### src/rtl/address_decoder_pipe.sv
// APB slave-select decoder: captures an address, matches it against inclusive base/limit
// regions with lowest-index priority, and holds the registered selection until xfer_done.
module address_decoder_pipe #(
  parameter int c_apb_num_slaves = 1,
  parameter int c_addr_width     = 32,
  parameter logic [c_apb_num_slaves*c_addr_width-1:0] memory_regions1 = '0,
  parameter logic [c_apb_num_slaves*c_addr_width-1:0] memory_regions2 =
    {{(c_apb_num_slaves*c_addr_width-7){1'b0}}, 7'd64},
  parameter int c_err_cnt_width  = 8
) (
  input  logic                        ACLK,
  input  logic                        ARESET,
  input  logic                        req_valid,
  output logic                        req_ready,
  input  logic [c_addr_width-1:0]     req_addr,
  input  logic                        xfer_done,
  output logic                        sel_valid,
  output logic [c_apb_num_slaves-1:0] slave_sel,
  output logic                        dec_error,
  output logic                        multi_hit,
  output logic [c_err_cnt_width-1:0]  err_count
);

  typedef enum logic [1:0] {
    IDLE   = 2'd0,
    DECODE = 2'd1,
    HOLD   = 2'd2
  } state_t;

  localparam logic [c_err_cnt_width-1:0] c_cnt_one = {{(c_err_cnt_width-1){1'b0}}, 1'b1};
  localparam logic [c_err_cnt_width-1:0] c_cnt_max = '1;

  state_t                        r_state;
  logic [c_addr_width-1:0]       r_addr;
  logic                          r_req_ready;
  logic                          r_sel_valid;
  logic [c_apb_num_slaves-1:0]   r_slave_sel;
  logic                          r_dec_error;
  logic                          r_multi_hit;
  logic [c_err_cnt_width-1:0]    r_err_count;

  logic [c_apb_num_slaves-1:0]   w_hit;
  logic [c_apb_num_slaves-1:0]   w_first;
  logic                          w_none;
  logic                          w_multi;

  function automatic logic [c_apb_num_slaves-1:0] lowest_set(input logic [c_apb_num_slaves-1:0] v);
    logic [c_apb_num_slaves-1:0] res;
    logic                        found;
    res   = '0;
    found = 1'b0;
    for (int i = 0; i < c_apb_num_slaves; i++) begin
      if (v[i] && !found) begin
        res[i] = 1'b1;
        found  = 1'b1;
      end
    end
    return res;
  endfunction

  function automatic logic more_than_one(input logic [c_apb_num_slaves-1:0] v);
    logic seen;
    logic multi;
    seen  = 1'b0;
    multi = 1'b0;
    for (int i = 0; i < c_apb_num_slaves; i++) begin
      if (v[i]) begin
        multi = multi | seen;
        seen  = 1'b1;
      end
    end
    return multi;
  endfunction

  // A region whose base exceeds its limit can never satisfy both compares, so it never hits.
  always_comb begin
    w_hit = '0;
    for (int i = 0; i < c_apb_num_slaves; i++) begin
      w_hit[i] = (r_addr >= memory_regions1[c_addr_width*i +: c_addr_width]) &&
                 (r_addr <= memory_regions2[c_addr_width*i +: c_addr_width]);
    end
  end

  assign w_first = lowest_set(w_hit);
  assign w_none  = ~|w_hit;
  assign w_multi = more_than_one(w_hit);

  always_ff @(posedge ACLK or posedge ARESET) begin
    if (ARESET) begin
      r_state     <= IDLE;
      r_addr      <= '0;
      r_req_ready <= 1'b0;
      r_sel_valid <= 1'b0;
      r_slave_sel <= '0;
      r_dec_error <= 1'b0;
      r_multi_hit <= 1'b0;
      r_err_count <= '0;
    end else begin
      case (r_state)
        IDLE: begin
          // req_ready is low for the first cycle out of reset, so nothing is accepted then.
          if (r_req_ready && req_valid) begin
            r_addr      <= req_addr;
            r_req_ready <= 1'b0;
            r_state     <= DECODE;
          end else begin
            r_req_ready <= 1'b1;
          end
        end
        DECODE: begin
          r_sel_valid <= 1'b1;
          r_slave_sel <= w_first;
          r_dec_error <= w_none;
          r_multi_hit <= w_multi;
          r_state     <= HOLD;
          if (w_none && (r_err_count != c_cnt_max)) begin
            r_err_count <= r_err_count + c_cnt_one;
          end
        end
        HOLD: begin
          if (xfer_done) begin
            r_sel_valid <= 1'b0;
            r_slave_sel <= '0;
            r_dec_error <= 1'b0;
            r_multi_hit <= 1'b0;
            r_req_ready <= 1'b1;
            r_state     <= IDLE;
          end
        end
        default: begin
          r_state     <= IDLE;
          r_req_ready <= 1'b0;
          r_sel_valid <= 1'b0;
          r_slave_sel <= '0;
          r_dec_error <= 1'b0;
          r_multi_hit <= 1'b0;
        end
      endcase
    end
  end

  assign req_ready = r_req_ready;
  assign sel_valid = r_sel_valid;
  assign slave_sel = r_slave_sel;
  assign dec_error = r_dec_error;
  assign multi_hit = r_multi_hit;
  assign err_count = r_err_count;

endmodule

### config.mk
export PLATFORM = sky130hd
export DESIGN_NAME = address_decoder_pipe
export DESIGN_NICKNAME = d
export VERILOG_FILES = /design/src/rtl/address_decoder_pipe.sv
export SDC_FILE = /design/constraint.sdc
export NUM_CORES = 1
export LEC_CHECK = 0
export CAP_MARGIN = 20
export CORE_MARGIN = 3
export CORE_UTILIZATION = 45
export CTS_CLUSTER_DIAMETER = 30
export DETAILED_ROUTE_END_ITERATION = 6
export GPL_TIMING_DRIVEN = 0
export PLACE_DENSITY = 0.79
export SYNTH_ARGS = -nofsm -noshare
export SYNTH_HDL_FRONTEND = slang
export SYNTH_SLANG_ARGS = --single-unit
export TNS_END_PERCENT = 20
### constraint.sdc
create_clock -name ACLK -period 2.6 [get_ports ACLK]
set_clock_uncertainty 0.2 [all_clocks]
set_input_delay 0.52 -clock ACLK [delete_from_list [all_inputs] [get_ports ACLK]]
set_output_delay 0.52 -clock ACLK [all_outputs]
set_load 0.03 [all_outputs]
==> results by group <==
Power and ir drop
  – Total power: 2.58 mW
  – Part of the power in registers: 0.485
  – VDD IR max: 0.000462 V
  – Sw Ratio: 0.323
  – Internal Dissipation: 1.74 mW
  – Pwr/cell area: 1010 nW/µm²
  – Switching power: 0.833 mW
  – Static Leak: 1.08 nW
  – Clock share of power: 0.156
  – Gate power share: 0.359

CTS
  – Worst-path clk slew: 0.08 ns
  – Clk_lat worst skew: 0.30 ns
  – H-tree depth: 2
  – CTS resizes: 0
  – Max clock buf depth: 2
  – CTS tree: built
  – Clock Sink Count: 46
  – CTS root buffer: clkbuf_8
  – CTS Hold Buffers Added: 0
  – Cts bufs inserted: 5
  – Postcts setup bufs: 0

STA
  – RSZ-0062 raised after global routing: no
  – Final hold violations: 0
  – Min Clock Period, post-route: 2.34 ns
  – Min Hold Slack: 0.291 ns
  – Fmax: 0.427 GHz
  – Final period util: 0.901
  – Pins Over Slew Limit: 0
  – Total Neg Setup Slack: 0 ns
  – Finish-stage setup viols: 0

Global route
  – Initial antenna violation count: 0
  – Largest net degree at the start of global routing: 47
  – GRT Residual Overflow: 0
  – Vias in the first global route: 1374
  – GRT Total Usage: 0.158
  – First-pass GRT wire length: 6.17 mm

Finish
  – Fill count: 314
  – Utilization after layout: 0.629
  – Antenna Diode Count: 0
  – Reg area: 1150 µm²
  – Multi-input logic area: 731 µm²
  – Final instance area: 2550 µm²
  – Fin nets: 232
  – Area grow syn2layout: 32.9%
  – Share of layout cells above drive strength 1: 0.262

Worst setup path
  – Worst Path Max Fanout: 10
  – Worst path arrival time: 2.32 ns
  – Crit end category: register
  – Critical path startpoint category: primary input
  – WP data required: 2.58 ns
  – Critical path class: in2reg

Synth
  – Syn Inst Count: 140
  – Synth Area per Inst: 13.7 µm²
  – Synth unique cells: 31
  – Post-Syn Nets: 177
  – Synth Register Bits: 46
  – Sequential fraction of the synthesis area: 0.600
  – Yosys Warn Count: 0
  – Cell area after synthesis: 1920 µm²

Floorplan
  – Die ar.: 5090 µm²
  – Placement Rows: 23
  – Die Y: 71.3 µm
  – Die Width: 71.3 µm
  – I/O pin cnt: 49
  – Core Area: 4060 µm²
  – Initial Utilization: 0.473

Routing
  – Drt wl/cell: 14.7 µm
  – DR vias/cell: 5.22
  – Router iterations before antenna repair: 4
  – Via count: 1278
  – Drt initial violations: 45
  – DRC viols: 0
  – Met3 Wirelength: 255 µm
  – Highest metal used: met4
  – Metal-1 WL: 1.58 mm
  – Routed Antenna Nets: 0
  – WL met2: 1.74 mm
  – Wirelength, routed: 3.61 mm

Placed design
  – Final RePlAce weighted congestion: 0.712
  – Port buffer count: 47
  – DP Wirelength: 2.75 mm
  – Cell Area, Placed: 2450 µm²

Job
  – Max_cap viols: 0

Hold path
  – Hold crit path type: reg2reg

Run status
  – Status: finished, final reports clean
layout make-up:
cell class | instances | share of cell area
sequential | 46 | 0.451
clock inverter | 2 | 0.00392
tap | 50 | 0.0245
buffer | 6 | 0.0118
clock buffer | 5 | 0.0270
timing repair buffer | 48 | 0.192
inverter | 2 | 0.00294
multi-input combinational | 86 | 0.286
sequential cells by signal, indices dropped and copies added, names as in the netlist:
register   count
slave_sel      1
r_addr        32
r_state        2
sel_valid      1
dec_error      1
req_ready      1
err_count      8
synthesized netlist by cell type:
cell / count / area [µm²]
a22o_2: 1 / 10.0
nand2_1: 5 / 18.8
nor2_1: 3 / 11.3
clkbuf_1: 2 / 7.51
ha_1: 1 / 12.5
o21ai_0: 2 / 10.0
o31a_1: 1 / 8.76
inv_1: 2 / 7.51
nor4bb_1: 1 / 10.0
buf_2: 3 / 15.0
nor4b_1: 2 / 17.5
and4_1: 1 / 8.76
buf_4: 1 / 7.51
nor3_4: 1 / 16.3
nor3_2: 1 / 10.0
nor3_1: 3 / 15.0
and2_1: 1 / 6.26
a211oi_1: 1 / 7.51
xor2_1: 5 / 43.8
or4_1: 1 / 7.51
nand4_1: 1 / 6.26
nor4_1: 7 / 43.8
dfrtp_1: 46 / 1150
nand2b_1: 3 / 18.8
and3_1: 1 / 6.26
mux2_2: 35 / 394
nand3_1: 4 / 20.0
a21oi_1: 2 / 10.0
o21a_1: 1 / 7.51
conb_1: 1 / 3.75
nor2b_1: 1 / 6.26
layout by cell type (no fill, tap or decap):
cell             count
a211oi_1             1
a21oi_1              2
a22o_2               1
and2_1               1
and3_1               1
and4_1               1
buf_12               1
buf_2                3
buf_4                1
clkbuf_1             2
clkbuf_8             5
clkdlybuf4s50_1     47
clkinv_2             2
conb_1               1
dfrtp_1             46
ha_1                 1
inv_1                1
inv_2                1
mux2_2              35
nand2_1              5
nand2b_1             3
nand3_1              4
nand4_1              1
nor2_1               3
nor2b_1              1
nor3_1               3
nor3_2               1
nor3_4               1
nor4_1               7
nor4b_1              2
nor4bb_1             1
o21a_1               1
o21ai_0              2
o31a_1               1
or4_1                1
xor2_1               5
cells by family after synthesis:
kind of cell             Yosys count  synth area share
XOR/XNOR                           5            0.0228
adder cells (fa/ha/maj)            1           0.00652
buffers and inverters              8            0.0196
AND/OR/NAND/NOR                   36             0.116
AO/OA/AOI/OAI                      8            0.0280
multiplexers                      35             0.205
flip-flops                        46             0.600
other                              1           0.00195
power groups by stage:
stage / logic (mW) / clock network, mW / registers, mW
2_1_floorplan: 0.553 / 0 / 1.32
3_3_place_gp: 0.897 / 0 / 1.24
3_5_place_dp: 0.935 / 0 / 1.27
4_1_cts: 0.937 / 0.415 / 1.25
5_1_grt: 1.00 / 0.447 / 1.29
6_report: 0.926 / 0.401 / 1.25
stage by stage:
step | cells | worst slack [ns]
after floorplan | 140 | 0.541
after global placement | 237 | -0.0267
after detailed placement | 237 | -0.0766
after CTS | 244 | 0.243
after global routing | 245 | 0.159
final | 245 | 0.257
critical path: stages:
cell and delay, ns:
clkdlybuf4s50_1 0.45, nor4bb_1 0.33, clkbuf_1 0.32, buf_2 0.32, mux2_2 0.37
metal layers:
layer	track usage	vias up
met2	0.257	41
met1	0.196	626
met5	0	-
met4	0.0501	0
li1	-	606
met3	0.0603	5
path summary, 6_finish.rpt:
path	from	to	slack, ns	depth (start not counted)
worst max-delay path	req_valid	r_addr[4]	0.26	5
worst min register to register	dec_error	dec_error	0.29	2
min in group asynchronous	ARESET	err_count[5]	0.37	3
max in group asynchronous	ARESET	r_addr[19]	1.62	3
worst min-delay path	dec_error	dec_error	0.29	2
worst max register to register	r_addr[0]	err_count[6]	0.36	5
No activity file was read; power rests on OpenSTA's default activity.
